`src/rtl/jtag_emu_pkg.sv`:
```
// Shared types and constants for the JTAG shift engine.
package jtag_emu_pkg;

    localparam int unsigned JTAG_MAX_BITS = 32;
    localparam int unsigned JTAG_LEN_W    = 6;

    typedef enum logic [1:0] {
        IDLE,
        LOW,
        HIGH,
        DONE
    } jtag_state_e;

    // Requested lengths beyond the word width shift the whole word.
    function automatic logic [JTAG_LEN_W-1:0] clip_len(input logic [JTAG_LEN_W-1:0] len);
        return (len > JTAG_LEN_W'(JTAG_MAX_BITS)) ? JTAG_LEN_W'(JTAG_MAX_BITS) : len;
    endfunction

endpackage

```
`src/rtl/jtag_tck_div.sv`:
```
// TCK half-period timer: reloads on i_load, counts down while enabled,
// flags the last cycle of a half-period.
module jtag_tck_div #(
    parameter int unsigned HALF_DIV = 4
) (
    input  logic clk,
    input  logic rst,
    input  logic i_load,
    input  logic i_en,
    output logic o_phase_done_c
);

    localparam int unsigned CNT_W = 8;

    logic [CNT_W-1:0] r_cnt;

    always_ff @(posedge clk) begin
        if (rst) begin
            r_cnt <= '0;
        end else if (i_load) begin
            r_cnt <= CNT_W'(HALF_DIV - 1);
        end else if (i_en && (r_cnt != '0)) begin
            r_cnt <= r_cnt - CNT_W'(1);
        end
    end

    assign o_phase_done_c = i_en && (r_cnt == '0);

endmodule

```
`src/rtl/jtag_shift_engine.sv`:
```
// Command-driven JTAG shifter: generates TCK, drives TMS/TDI LSB first,
// captures TDO on each rising TCK and returns the captured word.
module jtag_shift_engine
    import jtag_emu_pkg::*;
#(
    parameter int unsigned HALF_DIV = 4,
    parameter int unsigned MAX_BITS = JTAG_MAX_BITS
) (
    input  logic                  clk,
    input  logic                  rst,
    input  logic                  cmd_valid_i,
    output logic                  cmd_ready_o,
    input  logic [JTAG_LEN_W-1:0] cmd_len_i,
    input  logic [MAX_BITS-1:0]   cmd_tms_i,
    input  logic [MAX_BITS-1:0]   cmd_tdi_i,
    input  logic                  trst_req_i,
    output logic                  rsp_valid_o,
    input  logic                  rsp_ready_i,
    output logic [MAX_BITS-1:0]   rsp_tdo_o,
    output logic                  tck_o,
    output logic                  tms_o,
    output logic                  tdi_o,
    output logic                  trstn_o,
    input  logic                  tdo_i
);

    localparam int unsigned IDX_W = $clog2(MAX_BITS);

    jtag_state_e           r_state;
    logic [MAX_BITS-1:0]   r_tms;
    logic [MAX_BITS-1:0]   r_tdi;
    logic [JTAG_LEN_W-1:0] r_len;
    logic [IDX_W-1:0]      r_idx;
    logic [MAX_BITS-1:0]   r_cap;
    logic                  r_cmd_ready;
    logic                  r_rsp_valid;
    logic                  r_tck;
    logic                  r_tms_out;
    logic                  r_tdi_out;
    logic                  r_trstn;

    jtag_state_e           w_state_next;
    logic [MAX_BITS-1:0]   w_tms_next;
    logic [MAX_BITS-1:0]   w_tdi_next;
    logic [JTAG_LEN_W-1:0] w_len_next;
    logic [IDX_W-1:0]      w_idx_next;
    logic [MAX_BITS-1:0]   w_cap_next;
    logic                  w_tms_out_next;
    logic                  w_tdi_out_next;
    logic                  w_div_load;
    logic                  w_div_en;
    logic                  w_phase_done;
    logic [IDX_W-1:0]      w_idx_inc;
    logic [JTAG_LEN_W-1:0] w_len_clip;

    assign w_idx_inc  = r_idx + IDX_W'(1);
    assign w_len_clip = clip_len(cmd_len_i);

    jtag_tck_div #(
        .HALF_DIV(HALF_DIV)
    ) u_div (
        .clk            (clk),
        .rst            (rst),
        .i_load         (w_div_load),
        .i_en           (w_div_en),
        .o_phase_done_c (w_phase_done)
    );

    // Next-state and datapath updates.
    always_comb begin
        w_state_next   = r_state;
        w_tms_next     = r_tms;
        w_tdi_next     = r_tdi;
        w_len_next     = r_len;
        w_idx_next     = r_idx;
        w_cap_next     = r_cap;
        w_tms_out_next = r_tms_out;
        w_tdi_out_next = r_tdi_out;
        w_div_load     = 1'b0;
        w_div_en       = (r_state == LOW) || (r_state == HIGH);

        case (r_state)
            IDLE: begin
                if (cmd_valid_i && r_cmd_ready) begin
                    w_tms_next = cmd_tms_i;
                    w_tdi_next = cmd_tdi_i;
                    w_len_next = w_len_clip;
                    w_idx_next = '0;
                    w_cap_next = '0;
                    w_div_load = 1'b1;
                    if (w_len_clip == '0) begin
                        w_state_next = DONE;
                    end else begin
                        w_tms_out_next = cmd_tms_i[0];
                        w_tdi_out_next = cmd_tdi_i[0];
                        w_state_next   = LOW;
                    end
                end
            end
            LOW: begin
                if (w_phase_done) begin
                    w_cap_next[r_idx] = tdo_i;
                    w_div_load        = 1'b1;
                    w_state_next      = HIGH;
                end
            end
            HIGH: begin
                if (w_phase_done) begin
                    if (JTAG_LEN_W'(r_idx) == (r_len - JTAG_LEN_W'(1))) begin
                        w_state_next = DONE;
                    end else begin
                        w_idx_next     = w_idx_inc;
                        w_tms_out_next = r_tms[w_idx_inc];
                        w_tdi_out_next = r_tdi[w_idx_inc];
                        w_div_load     = 1'b1;
                        w_state_next   = LOW;
                    end
                end
            end
            DONE: begin
                if (r_rsp_valid && rsp_ready_i) begin
                    w_state_next = IDLE;
                end
            end
            default: w_state_next = IDLE;
        endcase
    end

    // State, datapath and registered outputs decoded from the next state.
    always_ff @(posedge clk) begin
        if (rst) begin
            r_state     <= IDLE;
            r_tms       <= '0;
            r_tdi       <= '0;
            r_len       <= '0;
            r_idx       <= '0;
            r_cap       <= '0;
            r_cmd_ready <= 1'b0;
            r_rsp_valid <= 1'b0;
            r_tck       <= 1'b0;
            r_tms_out   <= 1'b1;
            r_tdi_out   <= 1'b0;
        end else begin
            r_state     <= w_state_next;
            r_tms       <= w_tms_next;
            r_tdi       <= w_tdi_next;
            r_len       <= w_len_next;
            r_idx       <= w_idx_next;
            r_cap       <= w_cap_next;
            r_cmd_ready <= (w_state_next == IDLE);
            r_rsp_valid <= (w_state_next == DONE);
            r_tck       <= (w_state_next == HIGH);
            r_tms_out   <= w_tms_out_next;
            r_tdi_out   <= w_tdi_out_next;
        end
    end

    // TAP reset follows the request directly, regardless of shifting.
    always_ff @(posedge clk) begin
        if (rst) begin
            r_trstn <= 1'b0;
        end else begin
            r_trstn <= ~trst_req_i;
        end
    end

    assign cmd_ready_o = r_cmd_ready;
    assign rsp_valid_o = r_rsp_valid;
    assign rsp_tdo_o   = r_cap;
    assign tck_o       = r_tck;
    assign tms_o       = r_tms_out;
    assign tdi_o       = r_tdi_out;
    assign trstn_o     = r_trstn;

endmodule

```
`config.mk`:
```
export PLATFORM = sky130hd
export DESIGN_NAME = jtag_shift_engine
export DESIGN_NICKNAME = d
export VERILOG_FILES = /design/src/rtl/jtag_emu_pkg.sv /design/src/rtl/jtag_tck_div.sv /design/src/rtl/jtag_shift_engine.sv
export SDC_FILE = /design/constraint.sdc
export NUM_CORES = 1
export LEC_CHECK = 0
export ABC_AREA = 1
export BUFFER_PORTS_ARGS = -buffer_cell sky130_fd_sc_hd__buf_4
export CORE_UTILIZATION = 45
export DETAILED_ROUTE_END_ITERATION = 8
export HOLD_SLACK_MARGIN = 0.15
export PLACE_DENSITY = 0.67
export SLEW_MARGIN = 20
export SYNTH_ARGS = -nofsm -noshare
export SYNTH_HDL_FRONTEND = slang
export SYNTH_SLANG_ARGS = --single-unit
```
`constraint.sdc`:
```
create_clock -name clk -period 2.7 [get_ports clk]
set_clock_uncertainty 0.1 [all_clocks]
set_input_delay 0 -clock clk [delete_from_list [all_inputs] [get_ports clk]]
set_output_delay 0 -clock clk [all_outputs]
set_load 0.02 [all_outputs]
```
# Word level (Yosys, flattened, before mapping)
# Cells that the tools add are included.
# totals
regBits,123
# op_classes
n_addsub,3
order_cmp,4
n_eq_ne,11
muxes,39
n_bitwise,1
n_reduce_logical,19
# op_table
operator,count
32-bit 2-to-1 mux,2
32-bit one-hot mux with 2 select lines,1
32-bit bitwise mux,1
2-bit 2-to-1 mux,8
1-bit 2-to-1 mux,15
5-bit 2-to-1 mux,3
"5-bit by 6-bit less-than comparator with 1-bit output, second input constant",2
1-bit binary-select mux with 5-bit select,2
5-bit one-hot mux with 2 select lines,1
"2-bit == test, second input constant",4
8-bit zero test,1
2-bit one-hot mux with 4 select lines,1
8-bit nonzero test,1
"8-bit by 1-bit subtractor with 8-bit output, second input constant",1
5-bit by 6-bit == test with 1-bit output,1
"6-bit greater-than comparator, second input constant",1
6-bit zero test,1
6-bit 2-to-1 mux,1
"2-bit != test, second input constant",3
2-bit nonzero test,3
"6-bit by 1-bit subtractor with 6-bit output, second input constant",1
"5-bit by 1-bit adder with 5-bit output, second input constant",1
1-bit demux with 5-bit select,1
"5-bit by 1-bit greater-or-equal comparator with 1-bit output, second input constant",1
other kinds (13),20

# Longest topological paths before layout
# Gate-level depths: netlist (run 1).
# depth
ltp_word,7
ltp_mapped,17

# By module
# A second synthesis (run 1) with hierarchy kept.
# hier_totals
cells_unflattened,907
area_unflattened_um2,6088.3
# by_module_without_submodules
module,instances,cells_each,area_each_um2,seq_area_each_um2
jtag_shift_engine,1,822,5539.1,2302.2
jtag_tck_div,1,85,549.3,160.2

# Worst setup path after synthesis (run 1)
# Ideal clock, no wire load.
# synth_path
path_type,register to register
startpoint,register r_idx[0]
endpoint,"register r_tms_out, in the netlist tms_o"
t_arrival_ns,1.875
t_required_ns,2.485
slack_ns,0.610
stages_incl_launch_ff,15
n_path_buf,3
synth_period_minus_slack_ns,2.090
cell_sequence,dfxtp_1 > buf_2 > inv_1 > ha_1 > clkbuf_1 > clkbuf_1 > a21oi_1 > o21ai_0 > nand3_1 > nand3_1 > nand2_1 > nand2_1 > nand3_1 > nand2_1 > nand2_1
# synth_between
elab_chain_len,6
elab_cells_between_ends,9
# synth_lines
item,line_no,text
"start, declared",jtag_shift_engine.sv:33,logic [IDX_W-1:0] r_idx;
"start signal, assigned",jtag_shift_engine.sv:148,r_idx <= w_idx_next;
5-bit by 1-bit adder with 5-bit output,jtag_shift_engine.sv:56,assign w_idx_inc = r_idx + IDX_W'(1);
1-bit binary-select mux with 5-bit select,jtag_shift_engine.sv:113,w_tms_out_next = r_tms[w_idx_inc];
1-bit 2-to-1 mux (not written as such),jtag_shift_engine.sv:113,
1-bit 2-to-1 mux,jtag_shift_engine.sv:109,if (JTAG_LEN_W'(r_idx) == (r_len - JTAG_LEN_W'(1))) begin
1-bit 2-to-1 mux,jtag_shift_engine.sv:108,if (w_phase_done) begin
1-bit one-hot mux with 2 select lines,jtag_shift_engine.sv:82,case (r_state)
"end signal, assigned",jtag_shift_engine.sv:153,r_tms_out <= w_tms_out_next;
"end, declared",jtag_shift_engine.sv:38,logic r_tms_out;
# Several ways; a longest one is shown, not always the timed one. The select of a mux whose other input is x is not followed.
# A chain may end at the register's enable or synchronous reset.

# Worst setup path after layout (run 1)
# layout_path
startpoint,register r_state[0]
endpoint,register r_len[0]
# layout_between
elab_chain_len,2
# layout_lines
item,line_no,text
"start, declared",jtag_shift_engine.sv:29,jtag_state_e r_state;
"start signal, assigned",jtag_shift_engine.sv:144,r_state <= w_state_next;
2-bit zero test,jtag_shift_engine.sv:82,
2-bit AND reduction (no line),--,
"end signal, assigned",jtag_shift_engine.sv:147,r_len <= w_len_next;
"end, declared",jtag_shift_engine.sv:32,logic [JTAG_LEN_W-1:0] r_len;
# Every way passes these cells.

==> implementation parameters, run 1 <==
Parameter                              Value

Status
  Result of the run ... completed

STA
  Maximum achievable frequency ... 392 MHz
  Final Critical Period ... 2550 ps
  Count of pins over their slew limit ... 0
  Final period util ... 94.5%
  RSZ-0062 raised after global routing ... no
  Final setup violation count ... 0
  Slew headroom ... 64.3%
  Setup total negative slack ... 0 ps
  Actual slew at the worst max-slew pin ... 529 ps
  Final count of hold timing violations ... 0

Route
  Post-detailed-route DRC marker count ... 0
  Routed via count ... 6135
  Number of DRC markers after the initial detailed-route iteration ... 586
  Number of vias per cell after detailed routing ... 5.05
  Routed met3 length ... 772 um
  Metal-1 WL ... 7600 um
  Top Metal Used ... met4
  Wire length on met2 ... 7700 um
  Residual antenna-violating net count after detailed routing ... 0
  Average wire length per cell after detail routing ... 13.4 um
  Pre-Repair DR Iteration Count ... 5
  Final Routed Wirelength ... 16300 um

Worst setup path
  Arr. time, crit path ... 2810 ps
  Data required time of the critical path ... 2960 ps
  Startpoint kind of the worst setup timing path ... flip-flop
  Path type of the worst setup path ... reg -> reg
  Largest fanout on the critical path ... 12
  Worst Setup End Kind ... flip-flop

Global route
  Pin count of the biggest net entering global routing ... 96
  Antenna violations before repair ... 0
  Number of global-route vias before repair ... 5761
  Global-route wire length before repair ... 27400 um
  GRT Util Overall ... 25.9%
  Global route total overflow ... 0

CTS
  TritonCTS clock tree ... built
  TritonCTS Buffers ... 17
  Maximum buffer depth of the clock tree ... 2
  Clock network latency to the later pin of the worst-skew pair ... 420 ps
  Clock Pin Slew Worst Setup and Hold Paths ... 50 ps
  Cell chosen for the clock root ... sky130_fd_sc_hd__clkbuf_16
  Num Clock Sinks ... 123
  CTS H-tree lvls ... 4

Final layout
  Diodes inserted ... 0
  Final nets ... 1118
  Total of fill cells in the finished design ... 1147
  Layout cell share with drive strength beyond 1 ... 17.0%
  Area growth syn-to-layout ... 43.3%

Floorplan
  Die extent in x ... 116 um
  Overall die area ... 13400 sq um
  Chip Height ... 116 um
  I/O pin count ... 114
  Total number of placement rows ... 41
  Core Area ... 12600 sq um
  Starting density of the core ... 46.3%

Flow run
  Max-cap violation count ... 0

Pwr
  Switching pwr ... 0.00245 W
  Flop pwr share ... 33.9%
  Reported leakage power ... 3.52 nW
  Switching Fraction ... 34.8%
  Internal portion of total power ... 0.00459 W
  Fraction of power consumed by combinational cells ... 33.9%
  Power consumption ... 0.00705 W
  VDD IR max ... 447 uV
  Clock share of power ... 32.2%
  Power density over the cells ... 842 nW/um^2

Placed design
  Half-perimeter wire length after placement ... 9930 um
  Global placer's final weighted congestion ... 0.837
  Number of port buffers ... 113

Synth
  Number of flip-flops and latches in the synthesized netlist ... 123
  Cell count after synthesis ... 836
  Area of the mapped netlist ... 5840 sq um
  Post-synth net total ... 923
  Synth warn ... 0
  Number of distinct library cell variants in the gate-level netlist after synthesis ... 32
  Average cell area after synthesis ... 6.99 sq um
  Fraction of the yosys area taken by sequential cells ... 42.1%

Min path
  Class of the tightest hold or removal check ... in -> reg
cells by family after synthesis:
| logic type | Yosys count | share of synthesized area (%) |
|---|---|---|
| compound gates | 241 | 21.6 |
| xor+xnor | 10 | 1.50 |
| simple gates | 327 | 23.4 |
| flops | 123 | 42.1 |
| fa+ha+maj | 11 | 2.36 |
| buf+inv | 124 | 8.93 |
synthesized netlist by cell type:
master / count / area, sq um
sky130_fd_sc_hd__nor2_4: 1 / 11.3
sky130_fd_sc_hd__clkinv_1: 2 / 7.51
sky130_fd_sc_hd__inv_2: 8 / 30.0
sky130_fd_sc_hd__xnor2_1: 3 / 26.3
sky130_fd_sc_hd__buf_6: 6 / 67.6
sky130_fd_sc_hd__nor2_8: 1 / 20.0
sky130_fd_sc_hd__clkbuf_1: 27 / 101
sky130_fd_sc_hd__nor2_1: 142 / 533
sky130_fd_sc_hd__nand2_1: 123 / 462
sky130_fd_sc_hd__a21oi_2: 1 / 8.76
sky130_fd_sc_hd__nor3_1: 2 / 10.0
sky130_fd_sc_hd__nor2_2: 2 / 12.5
sky130_fd_sc_hd__dfxtp_1: 123 / 2460
sky130_fd_sc_hd__nor3_4: 1 / 16.3
sky130_fd_sc_hd__xor2_1: 7 / 61.3
sky130_fd_sc_hd__nand3_1: 43 / 215
sky130_fd_sc_hd__nor3b_2: 1 / 12.5
sky130_fd_sc_hd__nand3_2: 1 / 10.0
sky130_fd_sc_hd__buf_2: 9 / 45.0
sky130_fd_sc_hd__ha_1: 11 / 138
sky130_fd_sc_hd__nor4_1: 3 / 18.8
sky130_fd_sc_hd__a211oi_1: 2 / 15.0
sky130_fd_sc_hd__o21ai_0: 119 / 596
sky130_fd_sc_hd__o21ai_1: 5 / 25.0
sky130_fd_sc_hd__nand4_1: 3 / 18.8
sky130_fd_sc_hd__o211ai_1: 17 / 128
sky130_fd_sc_hd__a21oi_1: 96 / 480
sky130_fd_sc_hd__nand2_2: 3 / 18.8
sky130_fd_sc_hd__buf_1: 5 / 18.8
sky130_fd_sc_hd__o21bai_2: 1 / 11.3
sky130_fd_sc_hd__nand2_4: 1 / 11.3
sky130_fd_sc_hd__inv_1: 67 / 251
critical path, stage by stage (launching register included):
cell and delay [ps]:
sky130_fd_sc_hd__dfxtp_1 380, sky130_fd_sc_hd__inv_1 80, sky130_fd_sc_hd__ha_1 250, sky130_fd_sc_hd__inv_2 120
sky130_fd_sc_hd__nor2_4 50, sky130_fd_sc_hd__inv_2 170, sky130_fd_sc_hd__a21oi_1 70, sky130_fd_sc_hd__dlygate4sd3_1 560
sky130_fd_sc_hd__a211oi_1 150, sky130_fd_sc_hd__dlygate4sd3_1 570
path summary, 6_finish.rpt:
check                           slack [ps]  cells past startpoint                     to             startpoint
worst max-delay path                   150                      9  r_len[0]$_SDFFE_PP0P_  r_state[0]$_SDFF_PP0_
worst min-delay path                   250                      4  r_tms[7]$_SDFFE_PP0P_           cmd_tms_i[7]
worst max register to register         150                      9  r_len[0]$_SDFFE_PP0P_  r_state[0]$_SDFF_PP0_
worst min register to register         350                      2  r_tms[2]$_SDFFE_PP0P_  r_tms[2]$_SDFFE_PP0P_
flip-flops by register name (all words and copies together) (netlist names):
signal,count
r_tdi,32
r_tms,32
rsp_tdo_o,32
u_div.r_cnt,8
r_len,6
r_idx,5
r_state,2
cmd_ready_o,1
rsp_valid_o,1
tck_o,1
tdi_o,1
tms_o,1
trstn_o,1
area by class of cell:
class | count | area [sq um] | area share (%)
flip-flops and latches | 123 | 2460 | 29.4
clock inverters | 4 | 50.0 | 0.598
inverters | 77 | 294 | 3.51
well taps | 172 | 215 | 2.57
repair buffers | 223 | 1930 | 23.1
multi-input cells | 589 | 2860 | 34.2
clock buffers | 28 | 557 | 6.65
per-layer routing:
metal | GRT usage [%] | vias to the layer above
met5 | 0 | -
met4 | 7.52 | 0
met3 | 6.17 | 18
met2 | 42.5 | 173
met1 | 33.9 | 2811
li1 | - | 3133
what timing repair did:
| action | 4_1_cts | 5_1_grt |
|---|---|---|
| endpoints found under the setup margin | 0 | 1 |
| gates resized for setup | 0 | 3 |
| endpoints found under the hold margin | 116 | 0 |
| buffers inserted | 0 | 3 |
| hold buffers | 98 | 0 |
cell usage in the layout, fill, tap and decap left out, types with 3 or more instances in the layout:
cell type and n:
sky130_fd_sc_hd__nand4_1 3, sky130_fd_sc_hd__o21ai_0 119, sky130_fd_sc_hd__nand3_1 43, sky130_fd_sc_hd__nand2_2 3, sky130_fd_sc_hd__clkbuf_8 9, sky130_fd_sc_hd__nor2_1 142, sky130_fd_sc_hd__inv_2 7, sky130_fd_sc_hd__o21ai_1 5
sky130_fd_sc_hd__a21oi_1 96, sky130_fd_sc_hd__o211ai_1 17, sky130_fd_sc_hd__inv_1 67, sky130_fd_sc_hd__dlygate4sd3_1 98, sky130_fd_sc_hd__nand2_1 123, sky130_fd_sc_hd__ha_1 11, sky130_fd_sc_hd__xnor2_1 3, sky130_fd_sc_hd__nor4_1 3
sky130_fd_sc_hd__xor2_1 7, sky130_fd_sc_hd__buf_4 124, sky130_fd_sc_hd__dfxtp_1 122, sky130_fd_sc_hd__clkbuf_16 17
power groups by stage:
stage	Combinational (W)	Clock [W]	Sequential, W
2_1_floorplan	0.00166	0	0.00239
3_3_place_gp	0.00216	0	0.00241
3_5_place_dp	0.00218	0	0.00242
4_1_cts	0.00235	0.00229	0.00239
5_1_grt	0.00272	0.00238	0.00243
6_report	0.00239	0.00227	0.00239
metrics by stage:
stage               instances  worst slack [ps]  utilization, %  instance area [sq um]  hold slack (ps)
floorplan                 836               610               -                   5840            -33.3
global placement         1083               570            53.5                   6760             50.9
detailed placement       1083               543            53.5                   6760             55.8
CTS                      1213               110            66.1                   8340              244
global route             1216              18.0            66.3                   8370              274
finish                   1216               147            66.3                   8370              251
Note: power is estimated with default switching activity, not from simulation.
==> run 2, diff against run 1 <==
- RECOVER_POWER: not set -> 25
==> run 2 against run 1 <==
Compared with the run above: clock power barely moved; first-iteration DRC count fell by 1.9%; cell area fell by 1.7%; combinational power barely moved; die area did not move; worst hold slack barely moved; routed wire length rose by 0.33%; clock-buffer cell count did not move; highest routed layer unchanged.
==> implementation parameters, run 2 (same netlist as run 1, synthesis figures left out) <==
Parameter                              Value

Status
  Result of the run ... completed

Worst setup path
  Arr. time, crit path ... 2810 ps
  Origin of the worst setup path ... r_state[0]$_SDFF_PP0_
  Worst Setup End Kind ... flip-flop
  Startpoint kind of the worst setup timing path ... flip-flop
  Path type of the worst setup path ... reg -> reg
  Crit Reg-Reg Startpoint ... r_state[0]$_SDFF_PP0_
  Largest fanout on the critical path ... 12
  Data required time of the critical path ... 2960 ps
  Register-to-Register Path Depth ... 9

Route
  Final Routed Wirelength ... 16300 um
  Number of vias per cell after detailed routing ... 5.06
  Average wire length per cell after detail routing ... 13.4 um
  Pre-Repair DR Iteration Count ... 5
  Routed via count ... 6152
  Number of DRC markers after the initial detailed-route iteration ... 575
  Post-detailed-route DRC marker count ... 0
  Residual antenna-violating net count after detailed routing ... 0

Pwr
  VDD IR max ... 434 uV
  Reported leakage power ... 3.36 nW
  Power density over the cells ... 854 nW/um^2

STA
  Actual slew at the worst max-slew pin ... 555 ps
  Count of pins over their slew limit ... 0
  Final setup violation count ... 0
  Final count of hold timing violations ... 0
  Final period util ... 94.6%
  RSZ-0062 raised after global routing ... no
  Setup total negative slack ... 0 ps
  Smallest hold slack ... 252 ps
  Maximum achievable frequency ... 391 MHz
  Slew headroom ... 62.6%
  Final Critical Period ... 2550 ps

Min path
  Cell depth of the worst hold path ... 4
  Class of the tightest hold or removal check ... in -> reg
  Startpoint of the worst hold path ... cmd_tms_i[7]

Placed design
  Half-perimeter wire length after placement ... 9930 um
  Number of port buffers ... 113
  Global placer's final weighted congestion ... 0.837

Flow run
  Max-cap violation count ... 0

Final layout
  Area growth syn-to-layout ... 40.8%
  Most common cell after layout, fill and taps aside ... sky130_fd_sc_hd__nor2_1
  Final nets ... 1118
  Diodes inserted ... 0
  Share of the core filled with cells in the final layout ... 65.2%
  Commonest cells after routing, fill and taps aside ... 142 x sky130_fd_sc_hd__nor2_1, 123 x sky130_fd_sc_hd__nand2_1, 122 x sky130_fd_sc_hd__dfxtp_1
  Layout cell share with drive strength beyond 1 ... 13.3%

Global route
  Number of global-route vias before repair ... 5761
  Antenna violations before repair ... 0
  Pin count of the biggest net entering global routing ... 96
  GRT Util Overall ... 25.9%
  Global route total overflow ... 0
  Global-route wire length before repair ... 27400 um

CTS
  CTS H-tree lvls ... 4
  Clock network latency to the later pin of the worst-skew pair ... 410 ps
  Clock Pin Slew Worst Setup and Hold Paths ... 50 ps
  TritonCTS Buffers ... 17
  Num Clock Sinks ... 123
  TritonCTS clock tree ... built
  Maximum buffer depth of the clock tree ... 2
  Cell chosen for the clock root ... sky130_fd_sc_hd__clkbuf_16

Floorplan
  Overall die area ... 13400 sq um
  Chip Height ... 116 um
  I/O pin count ... 114
  Die extent in x ... 116 um
  Core Area ... 12600 sq um
  Total number of placement rows ... 41
  Starting density of the core ... 46.3%
[run 2: cell types whose count changed in the layout (fill, tap and decap cells not counted)]
cell	delta
sky130_fd_sc_hd__clkbuf_1	+38
sky130_fd_sc_hd__buf_4	-38
[run 2: worst paths after layout]
check | to | slack, ps
worst min-delay path | r_tms[7]$_SDFFE_PP0P_ | 250
worst max register to register | r_len[0]$_SDFFE_PP0P_ | 150
worst min register to register | r_tms[2]$_SDFFE_PP0P_ | 350
worst max-delay path | r_len[0]$_SDFFE_PP0P_ | 150
[run 2: final cells by class]
cell class | instances | area (sq um)
Tap cell | 172 | 215
Clock inverter | 4 | 50.0
Inverter | 77 | 294
Clock buffer | 28 | 557
Timing Repair Buffer | 223 | 1790
Sequential cell | 123 | 2460
Multi-Input combinational cell | 589 | 2860
Fill cell | 1183 | 4390
[run 2: worst max-delay path, cell delays in order (launching register included)]
cell	delay (ps)
sky130_fd_sc_hd__dfxtp_1	380
sky130_fd_sc_hd__inv_1	80
sky130_fd_sc_hd__ha_1	250
sky130_fd_sc_hd__inv_2	120
sky130_fd_sc_hd__nor2_4	50
sky130_fd_sc_hd__inv_2	170
sky130_fd_sc_hd__a21oi_1	70
sky130_fd_sc_hd__dlygate4sd3_1	560
sky130_fd_sc_hd__a211oi_1	150
sky130_fd_sc_hd__dlygate4sd3_1	570
[run 2: timing repair]
item,4_1_cts,5_1_grt
buffers inserted,0,3
hold endpoints to repair,116,0
hold buffers,98,0
gates resized for setup,0,3
setup endpoints to repair,0,1
[run 2: per-layer routing]
metal / track usage, % / part of all wire [%] / routed length (um)
met1: 33.9 / 47 / 7620
met2: 42.5 / 47 / 7680
met3: 6.17 / 5.0 / 814
met4: 7.52 / 1.4 / 222
met5: 0 / 0 / 0
[run 2: power breakdown]
group	switching [W]	internal [W]	total [W]
combinational	0.00146	0.000906	0.00237
sequential	0.000211	0.00218	0.00239
clock	0.000782	0.00149	0.00227
[run 2: per-stage QoR]
stage	power, W	area (sq um)	setup WS (ps)	instances
global placement	0.00457	6760	570	1083
global route	0.00751	8230	18.0	1216
floorplan	0.00405	5840	610	836
finish	0.00703	8230	145	1216
detailed placement	0.00460	6760	543	1083
CTS	0.00703	8340	110	1213
==> run 3, diff against run 2 <==
- ABC_AREA: 1 -> not set
==> run 3 against run 2 <==
Compared with the run above: global-route usage rose by 1.4 points; maximum frequency shrank 0.22%; area after synthesis down 2.0%; combinational power shrank 68%; critical endpoint is now tdi_o$_SDFFE_PP0P_; synthesized cell count down 15%; cell area grew 2.5%.
==> implementation parameters, run 3 <==
Parameter                              Value

Status
  Result of the run ... completed

Pwr
  Switching Fraction ... 24.4%
  Clock share of power ... 45.7%
  Fraction of power consumed by combinational cells ... 15.0%
  Power density over the cells ... 593 nW/um^2
  VDD IR max ... 462 uV
  Reported leakage power ... 3.27 nW
  Power consumption ... 0.00500 W
  Switching pwr ... 0.00122 W
  Flop pwr share ... 39.3%
  Internal portion of total power ... 0.00378 W

STA
  Final period util ... 94.8%
  Final setup slack of the worst path ... 139 ps
  Count of pins over their slew limit ... 0
  Final count of hold timing violations ... 0
  Final Critical Period ... 2560 ps
  Maximum achievable frequency ... 391 MHz
  Setup total negative slack ... 0 ps
  Slew headroom ... 44.8%
  Actual slew at the worst max-slew pin ... 828 ps
  Final setup violation count ... 0

Synth
  Commonest register cell after synthesis ... sky130_fd_sc_hd__dfxtp_1
  Number of distinct library cell variants in the gate-level netlist after synthesis ... 53
  Synth warn ... 0
  Number of flip-flops and latches in the synthesized netlist ... 123
  Fraction of the yosys area taken by sequential cells ... 43.0%
  Cell with the most instances after synthesis ... sky130_fd_sc_hd__nand2_1
  Area of the mapped netlist ... 5730 sq um
  FFs w/ async S/R, synth ... 0%
  Average cell area after synthesis ... 8.10 sq um
  Dominant cells by area after synthesis ... sky130_fd_sc_hd__dfxtp_1 43%, sky130_fd_sc_hd__a21oi_1 13%, sky130_fd_sc_hd__nand2_1 11%
  Cell count after synthesis ... 707
  Share of the synthesized area in the top cell type ... 43.0%
  Post-synth net total ... 794
  Library cell occupying the most area in the post-synthesis netlist ... sky130_fd_sc_hd__dfxtp_1
  EDFF count, synth ... 0
  Most frequent cells after synthesis ... 171 x sky130_fd_sc_hd__nand2_1, 148 x sky130_fd_sc_hd__a21oi_1, 123 x sky130_fd_sc_hd__dfxtp_1, 51 x sky130_fd_sc_hd__clkbuf_1, 34 x sky130_fd_sc_hd__o21ai_0

Floorplan
  Starting density of the core ... 46.9%
  Chip Height ... 115 um
  Core Area ... 12200 sq um
  I/O pin count ... 114
  Total number of placement rows ... 40
  Die extent in x ... 115 um
  Overall die area ... 13200 sq um

CTS
  TritonCTS clock tree ... built
  Clock network latency to the later pin of the worst-skew pair ... 410 ps
  Cell chosen for the clock root ... sky130_fd_sc_hd__clkbuf_16
  Maximum buffer depth of the clock tree ... 2
  Clock Pin Slew Worst Setup and Hold Paths ... 60 ps
  TritonCTS Buffers ... 17
  CTS H-tree lvls ... 4
  Num Clock Sinks ... 123

Worst setup path
  Largest stage delay on the critical path ... 470 ps
  Startpoint kind of the worst setup timing path ... flip-flop
  CP Capture Point ... tdi_o$_SDFFE_PP0P_
  Cell class contributing the biggest share of worst-path delay ... compound AO/OA/AOI/OAI gates
  Data required time of the critical path ... 2920 ps
  R2r setup slk ... 140 ps
  Arr. time, crit path ... 2780 ps
  Number of buffers and inverters on the critical path ... 2
  Worst Setup End Kind ... flip-flop
  Slowest cell on the critical path ... sky130_fd_sc_hd__or3b_2
  Destination of the worst register-to-register timing path ... tdi_o$_SDFFE_PP0P_
  Crit Reg-Reg Startpoint ... r_len[0]$_SDFFE_PP0P_
  Path type of the worst setup path ... reg -> reg
  Register-to-Register Path Depth ... 9
  Origin of the worst setup path ... r_len[0]$_SDFFE_PP0P_
  Number of cells on the critical path ... 9
  Cell Chain, Critical Path ... inv_1 -> ha_2 -> or3b_2 -> a211oi_2 -> o211ai_1 -> buf_4 -> o31ai_2 -> a21oi_1 -> a221oi_1
  Largest fanout on the critical path ... 4

Placed design
  Worst setup timing slack at the placement stage ... 3.92 ps
  Number of port buffers ... 113
  Global placer's final weighted congestion ... 0.804
  Total placed instance area ... 6720 sq um
  Cell count after placement ... 948
  Half-perimeter wire length after placement ... 10100 um

Route
  Post-detailed-route DRC marker count ... 0
  Residual antenna-violating net count after detailed routing ... 0
  Final Routed Wirelength ... 17500 um
  Number of vias per cell after detailed routing ... 5.42
  Average wire length per cell after detail routing ... 15.8 um
  Number of DRC markers after the initial detailed-route iteration ... 344
  Routed via count ... 5977
  Pre-Repair DR Iteration Count ... 5

Min path
  Startpoint of the worst hold path ... trst_req_i
  Class of the tightest hold or removal check ... in -> reg

Global route
  Pin count of the biggest net entering global routing ... 81
  GRT Util Overall ... 27.3%
  Global route total overflow ... 0
  Antenna violations before repair ... 0
  Number of global-route vias before repair ... 6060
  Global-route wire length before repair ... 28200 um

Final layout
  Final Non-Filler Cells ... 1103
  Commonest cells after routing, fill and taps aside ... 171 x sky130_fd_sc_hd__nand2_1, 148 x sky130_fd_sc_hd__a21oi_1, 123 x sky130_fd_sc_hd__dfxtp_1
  Layout cell share with drive strength beyond 1 ... 17.0%
  Diodes inserted ... 0
  Area growth syn-to-layout ... 47.2%
  Finished layout cell area ... 8430 sq um
  Most common cell after layout, fill and taps aside ... sky130_fd_sc_hd__nand2_1
  Final nets ... 1009

Flow run
  Max-cap violation count ... 0
-- run 3: per-layer routing --
layer | wire length [um] | track usage, % | vias up
li1 | - | - | 2876
met1 | 7180 | 31.9 | 2871
met2 | 9030 | 48.3 | 192
met3 | 861 | 5.69 | 38
met4 | 398 | 12.2 | 0
met5 | 0 | 0 | -
-- run 3: worst min-delay path by stage --
stage | to | slack, ps | cells past startpoint
6_report | trstn_o$_SDFF_PP0_ | 210 | 3
5_1_grt | trstn_o$_SDFF_PP0_ | 220 | 3
4_1_cts | trstn_o$_SDFF_PP0_ | 160 | 3
3_5_place_dp | trstn_o$_SDFF_PP0_ | 60 | 2
3_3_place_gp | trstn_o$_SDFF_PP0_ | 50 | 2
2_1_floorplan | trstn_o$_SDFF_PP0_ | -30 | 1
-- run 3: per-stage QoR --
stage	utilization [%]	hold WS, ps
global placement	55.0	50.8
floorplan	-	-33.3
detailed placement	55.0	58.3
CTS	69.9	164
finish	69.0	211
global route	69.0	224
-- run 3: area by class of cell --
class,instances,area [sq um]
inverter,13,48.8
timing repair buffer,256,2100
tap,168,210
multi-input combinational,511,3010
fill,1000,3780
sequential,123,2460
clock buffer,25,515
clock inverter,7,85.1
-- run 3: logic make-up (layout without fill, tap and decap cells) --
group                      count (synthesis)  in the layout  share of synthesized area, %
muxes                                     25             25                          7.91
adders and majority gates                 11             11                          2.40
xor gates and xnor gates                  15             15                          2.29
DFF                                      123            123                          43.0
buffers and inverters                     73            301                          4.94
AOI/OAI and AO/OA                        208            208                          19.8
and+or+nand+nor                          252            252                          19.7
-- run 3: power by group through the flow --
| stage | Clock, W | Combinational (W) | Sequential (W) |
|---|---|---|---|
| finish | 0.00229 | 0.000749 | 0.00196 |
| global route | 0.00240 | 0.000815 | 0.00197 |
| CTS | 0.00230 | 0.000726 | 0.00196 |
| detailed placement | 0 | 0.000580 | 0.00200 |
| global placement | 0 | 0.000562 | 0.00199 |
| floorplan | 0 | 0.000374 | 0.00199 |
-- run 3: what timing repair did --
action,4_1_cts,5_1_grt
endpoints found under the hold margin,97,0
hold buffers,122,0
endpoints found under the setup margin,0,30
gates resized for setup,0,5
setup buffers,0,1
-- run 3: tightest hold or removal path: cells and delay by family --
| family | cells | cell delay, ps |
|---|---|---|
| AND/OR/NAND/NOR | 1 | 30 |
| buffers and inverters | 2 | 650 |
